## src/rtl/stack_arbiter.sv

```systemverilog
// Round-robin sequencer sharing one LIFO stack between requesters A and B.
// Tracks occupancy locally so overflow/underflow are rejected without touching the stack.
//
// state   | meaning
// INIT    | stack held in reset; two clocks after release
// IDLE    | sample requests, arbitrate, accept or reject
// ISSUE   | drive push/pop strobe and data to the stack
// WAIT    | stack applies the operation at the end of this cycle
// CAPTURE | stack data_out valid; popped data loaded into rdata
// RESP    | one-cycle ack to the winner, err per accept result
module stack_arbiter #(
  parameter int DATA_WIDTH = 8,
  parameter int DEPTH      = 15
) (
  input  logic                  clk,
  input  logic                  reset,
  input  logic                  req_a,
  input  logic                  req_b,
  input  logic                  op_a,
  input  logic                  op_b,
  input  logic [DATA_WIDTH-1:0] wdata_a,
  input  logic [DATA_WIDTH-1:0] wdata_b,
  output logic                  ack_a,
  output logic                  ack_b,
  output logic                  err,
  output logic [DATA_WIDTH-1:0] rdata,
  output logic                  stk_reset,
  output logic                  stk_push,
  output logic                  stk_pop,
  output logic [DATA_WIDTH-1:0] stk_data_in,
  input  logic [DATA_WIDTH-1:0] stk_data_out,
  output logic [3:0]            depth,
  output logic                  full,
  output logic                  empty,
  output logic                  busy
);

  localparam logic [3:0] DEPTH_MAX = 4'(DEPTH);

  typedef enum logic [2:0] {
    S_INIT    = 3'd0,
    S_IDLE    = 3'd1,
    S_ISSUE   = 3'd2,
    S_WAIT    = 3'd3,
    S_CAPTURE = 3'd4,
    S_RESP    = 3'd5
  } state_t;

  state_t                state, state_nxt;
  logic [1:0]            init_cnt;
  logic                  win_q, op_q, err_q, last_q;
  logic [DATA_WIDTH-1:0] wdata_q, rdata_q;
  logic [3:0]            depth_q;

  logic                  any_req, win_sel, sel_op, reject;
  logic [DATA_WIDTH-1:0] sel_wdata;

  // On a tie the requester not granted last wins; otherwise the lone requester.
  always_comb begin
    any_req   = req_a | req_b;
    win_sel   = (req_a & req_b) ? ~last_q : req_b;
    sel_op    = win_sel ? op_b : op_a;
    sel_wdata = win_sel ? wdata_b : wdata_a;
    reject    = sel_op ? (depth_q == DEPTH_MAX) : (depth_q == 4'd0);
  end

  always_ff @(posedge clk or negedge reset) begin
    if (!reset) state <= S_INIT;
    else        state <= state_nxt;
  end

  always_comb begin
    state_nxt = state;
    case (state)
      S_INIT:    if (init_cnt == 2'd0) state_nxt = S_IDLE;
      S_IDLE:    if (any_req) state_nxt = reject ? S_RESP : S_ISSUE;
      S_ISSUE:   state_nxt = S_WAIT;
      S_WAIT:    state_nxt = S_CAPTURE;
      S_CAPTURE: state_nxt = S_RESP;
      S_RESP:    state_nxt = S_IDLE;
      default:   state_nxt = S_INIT;
    endcase
  end

  always_comb begin
    stk_reset = (state == S_INIT);
    stk_push  = (state == S_ISSUE) &  op_q;
    stk_pop   = (state == S_ISSUE) & ~op_q;
    ack_a     = (state == S_RESP) & ~win_q;
    ack_b     = (state == S_RESP) &  win_q;
    err       = (state == S_RESP) &  err_q;
    busy      = (state != S_IDLE);
  end

  // last_q resets to B so A wins the first tie.
  always_ff @(posedge clk or negedge reset) begin
    if (!reset) begin
      init_cnt <= 2'd1;
      win_q    <= 1'b0;
      op_q     <= 1'b0;
      err_q    <= 1'b0;
      last_q   <= 1'b1;
      wdata_q  <= '0;
      rdata_q  <= '0;
      depth_q  <= 4'd0;
    end else begin
      if (state == S_INIT && init_cnt != 2'd0)
        init_cnt <= init_cnt - 2'd1;
      if (state == S_IDLE && any_req) begin
        win_q   <= win_sel;
        last_q  <= win_sel;
        op_q    <= sel_op;
        wdata_q <= sel_wdata;
        err_q   <= reject;
        if (!reject)
          depth_q <= sel_op ? depth_q + 4'd1 : depth_q - 4'd1;
      end
      if (state == S_CAPTURE && !op_q)
        rdata_q <= stk_data_out;
    end
  end

  assign stk_data_in = wdata_q;
  assign rdata       = rdata_q;
  assign depth       = depth_q;
  assign full        = (depth_q == DEPTH_MAX);
  assign empty       = (depth_q == 4'd0);

endmodule

```

## config.mk

```make
export PLATFORM = sky130hd
export DESIGN_NAME = stack_arbiter
export DESIGN_NICKNAME = d
export VERILOG_FILES = /design/src/rtl/stack_arbiter.sv
export SDC_FILE = /design/constraint.sdc
export NUM_CORES = 1
export LEC_CHECK = 0
export BUFFER_PORTS_ARGS = -buffer_cell sky130_fd_sc_hd__buf_2
export CAP_MARGIN = 20
export CORE_AREA = 2 2 70 72
export CTS_CLUSTER_SIZE = 30
export DETAILED_ROUTE_END_ITERATION = 6
export DIE_AREA = 0 0 72 74
export PLACE_DENSITY = 0.67
export SLEW_MARGIN = 20
export SYNTH_ARGS = -nofsm -noshare
export SYNTH_HDL_FRONTEND = slang
export SYNTH_SLANG_ARGS = --single-unit
```

## constraint.sdc

```tcl
create_clock -name clk -period 3.95 [get_ports clk]
set_input_delay 0.9875 -clock clk [delete_from_list [all_inputs] [get_ports clk]]
set_output_delay 0.9875 -clock clk [all_outputs]
set_load 0.05 [all_outputs]
```

**Word level (Yosys, flattened, before mapping)**

Cells that the tools add are included.

- Register bits after elaboration: 29
- Output and inout port bits: 29
- Bits of input ports: 30

- Reduce and logical (&&, ||, !) cells: 10
- $add $sub $neg: 3
- Mux-type cells: 9
- Equality and inequality tests: 9
- Bitwise gates (word level): 11

Operators with widths:

| cell | count |
|---|---|
| case mux 3 bit (6 select lines) | 1 |
| two-way mux 3 bit | 3 |
| two-way mux 8 bit | 1 |
| AND 1 bit | 6 |
| equality test 3 x 2 -> 1 bit, second input constant | 2 |
| equality test 3 bit, second input constant | 2 |
| adder 4 x 1 -> 4 bit, second input constant | 1 |
| equality test 4 bit, second input constant | 1 |
| zero test 4 bit | 1 |
| two-way mux 4 bit | 1 |
| inverter 1 bit | 4 |
| AND reduction 2 bit | 2 |
| subtractor 4 x 1 -> 4 bit, second input constant | 1 |
| equality test 3 x 1 -> 1 bit, second input constant | 1 |
| logical AND 1 bit | 3 |
| zero test 3 bit | 1 |
| two-way mux 1 bit | 3 |
| != test 3 x 1 -> 1 bit, second input constant | 1 |
| zero test 2 bit | 1 |
| != test 2 x 1 -> 1 bit, second input constant | 1 |
| != test 2 bit, second input constant | 1 |
| nonzero test 2 bit | 1 |
| subtractor 2 x 1 -> 2 bit, second input constant | 1 |
| zero test 1 bit | 1 |
| bitwise OR 1 bit | 1 |

**Depth between registers and ports, before layout**

- Depth in word-level cells: 7
- Depth in mapped cells: 9
- Gate-level depth less buffers: 8

**Worst setup path before layout**

No wires, ideal clock.

- Path kind: register to output
- Start point: register depth_q[0] (netlist: depth[0])
- End point: output empty
- Setup slack: 514 ps
- Required time: 2963 ps
- Path buffers: 0
- Arrival: 2449 ps
- Stages on the path, launching flop included: 2
- Cell sequence: dfrtp_1 -> nor4_1

- Cells in the longest elaborated chain, start to end: 1

RTL lines:

| what | line | text |
|---|---|---|
| start: declaration | 53 | `logic [3:0] depth_q;` |
| start signal: assignment | 116 | `depth_q <= sel_op ? depth_q + 4'd1 : depth_q - 4'd1;` |
| zero test 4 bit | 127 | `assign empty = (depth_q == 4'd0);` |
| end: declaration | 34 | `output logic empty,` |

Every way passes these cells.

**Final worst setup path**

Same ends and word-level chain as after synthesis.

==> results.py <==
metrics = {
    "layout": {
        "layout-drive-gt1-share_pct": 45.45,
        "final_cells": 241,
        "num-nets-final": 218,
        "fill_cells": 456,
        "final_util_pct": 39.86,
        "area_growth_syn_to_layout_pct": 30.80,
        "diodes": 0,
    },
    "clock_tree": {
        "clock_sinks": 29,
        "cts_setup_buffers": 0,
        "root_buffer": "clkbuf_8",
        "h-tree-depth": 2,
        "holdBufCountCts": 0,
        "clk_pin_slew_ns": 0.06,
        "cts_buffers": 5,
        "clk_path_buf_depth": 2,
        "cts_resized": 0,
        "insertion_delay_ns": 0.27,
        "cts_tree": "built",
    },
    "place": {
        "place_ws_ns": 1.109,
        "dp_hpwl_um": 2218,
        "place.gp.congestion": 0.7502,
        "io_buffers": 58,
        "dp_cells": 233,
    },
    "sta": {
        "max_freq_mhz": 373.4,
        "worst_slack_ns": 1.272,
        "setup_tns_ns": 0,
        "setup_viol": 0,
        "timing.final.crit_period_ns": 2.678,
        "rsz0062_at_grt": "no",
        "min_period_over_period_pct": 67.80,
        "slew_headroom_pct": 41.78,
        "skew_ns": 0.005313,
        "drv_slew": 0,
        "max_slew.worst_pin.slew_ns": 0.8723,
        "hold_viol": 0,
    },
    "global_routing": {
        "use_met2_pct": 17.08,
        "grt_overflow": 0,
        "grt_usage_pct": 11.76,
        "grt_pass1_wl_um": 4781,
        "use_met3_pct": 3.794,
        "met1_usage_pct": 16.20,
        "grt_max_degree": 30,
        "grt.busiest_layer": "met2",
        "antenna_found_initial": 0,
        "grt_pass1_vias": 1020,
    },
    "synth": {
        "async_reset_ff_share_pct": 100.0,
        "ys_ff_latch": 29,
        "synth-edff-count": 0,
        "synth_top_area_cell": "dfrtp_1",
        "ys_types": 35,
        "synthCells": 124,
        "synthesis.nets": 156,
        "yosys.area.top_type_share_pct": 48.21,
        "syn_area_mm2": 0.001401,
        "yosysWarnings": 0,
        "synth_common_cells": "27 x dfrtp_1, 14 x nor2_1, 10 x a21oi_1",
        "ys_top_cells_by_area": "dfrtp_1 48%, mux2_2 7.2%, mux2i_1 5.7%, dfstp_2 3.8%, nor2_1 3.8%",
        "synth_top_flop_cell": "dfrtp_1",
        "syn_avg_cell_area_um2": 11.30,
        "post-synth-top-count-cell": "dfrtp_1",
        "yosysSeqAreaShare_pct": 51.96,
    },
    "routing": {
        "routed_via_density": 4.697,
        "avgRoutedWirePerCell_um": 12.46,
        "vias": 1132,
        "first_pass_iters": 4,
        "wl_um": 3004,
        "final_antenna_net_count": 0,
        "drtIter0Drc": 96,
        "drc_errors": 0,
    },
    "worst_setup_path": {
        "worstPathCellList": "nor4_1 -> buf_2",
        "worst_setup_path_start_kind": "flop",
        "arrival_ns": 1.69,
        "crit_type": "flop to output port",
        "crit_required_ns": 2.96,
        "crit_fanout": 6,
        "cpPeakStageDelay_ns": 0.60,
        "cp-end-kind": "output port",
        "slowest_stage": "nor4_1",
    },
    "floorplanning": {
        "rows": 25,
        "die_h_um": 74,
        "ios": 59,
        "coreArea_mm2": 0.004598,
        "dieArea_mm2": 0.005328,
        "die_w_um": 72,
        "start_util_pct": 30.48,
    },
    "power_and_ir_drop": {
        "power_density_mw_per_mm2": 954.0,
        "power_leakage_nw": 0.8748,
        "ir_worst_vdd_mv": 0.4275,
    },
    "outcome": {
        "run_status": "finished clean",
    },
    "hold_path": {
        "holdCritPathClass": "flop to flop",
    },
    "run": {
        "cap_violations": 0,
    },
}
-- cells in the final DEF, fill, tap and decap left out, drive strengths merged, types with 2 or more instances in the layout --
cell type	Yosys	layout
and3	2	2
dfrtp	27	27
o21a	2	2
a31oi	2	2
nor2b	2	2
buf	2	59
nand3	2	2
a21oi	10	10
xnor2	3	3
dfstp	2	2
nand2b	2	2
o21ai	3	3
mux2i	10	10
ha	2	2
mux2	10	10
inv	3	3
nor3b	2	2
nor3	3	3
clkbuf	2	8
a22o	2	2
nor2	15	15
nand2	10	10
-- state kept, by name (all words and copies together) (netlist names) --
signal,count
depth,4
err_q,1
init_cnt,2
last_q,1
op_q,1
rdata,8
state,3
stk_data_in,8
win_q,1
-- stage by stage --
step                      cell area [um2]  hold slack (ns)  power [mW]
after floorplan                      1401           0.4498       1.298
after global placement               1743           0.4669       1.500
after detailed placement             1743           0.4746       1.517
after CTS                            1833           0.4883       1.770
after global routing                 1833           0.5025       1.869
final                                1833           0.4859       1.749
-- path summary, 6_finish.rpt --
path	slack, ns	from	end	cells after the start
max in group asynchronous	2.78	reset	rdata[6]$_DFFE_PN0P_	1
min in group asynchronous	0.74	reset	stk_data_in[5]$_DFFE_PN0P_	1
max reg2reg	1.68	state[2]$_DFFE_PN0P_	depth[3]$_DFFE_PN0P_	6
min	0.49	init_cnt[1]$_DFFE_PN0N_	init_cnt[1]$_DFFE_PN0N_	2
min reg2reg	0.49	init_cnt[1]$_DFFE_PN0N_	init_cnt[1]$_DFFE_PN0N_	2
max	1.27	depth[0]$_DFFE_PN0P_	empty	2
-- logic make-up after synthesis --
family	share of synthesized area, %
flops	51.96
compound gates	9.821
simple gates	14.20
fa+ha+maj	1.785
buf+inv	2.500
mux	17.23
xor+xnor	2.500
-- critical path, delay by kind of cell, from the launching register on --
kind | cells | cell delay, ns
buffers and inverters | 1 | 0.38
and+or+nand+nor | 1 | 0.60
DFF | 1 | 0.44
-- cell type report --
type	count	area (um2)	area share, %
multi-input cells	88	638.1	34.81
repair buffers	59	297.8	16.25
well taps	54	67.56	3.686
clock buffers	8	90.09	4.915
flip-flops and latches	29	728.2	39.73
inverters	3	11.26	0.6143
-- routing by layer --
layer	vias up	wire (um)
met5	-	0
met4	0	32
met3	4	216
met2	40	1424
met1	533	1331
li1	555	-
-- where the power goes --
part | leakage, nW | total, mW | switching (mW) | internal [mW]
logic | 0.491 | 0.954 | 0.673 | 0.281
registers | 0.338 | 0.549 | 0.114 | 0.436
clock network | 0.0455 | 0.245 | 0.104 | 0.142
Note: power is estimated with default switching activity, not from simulation.
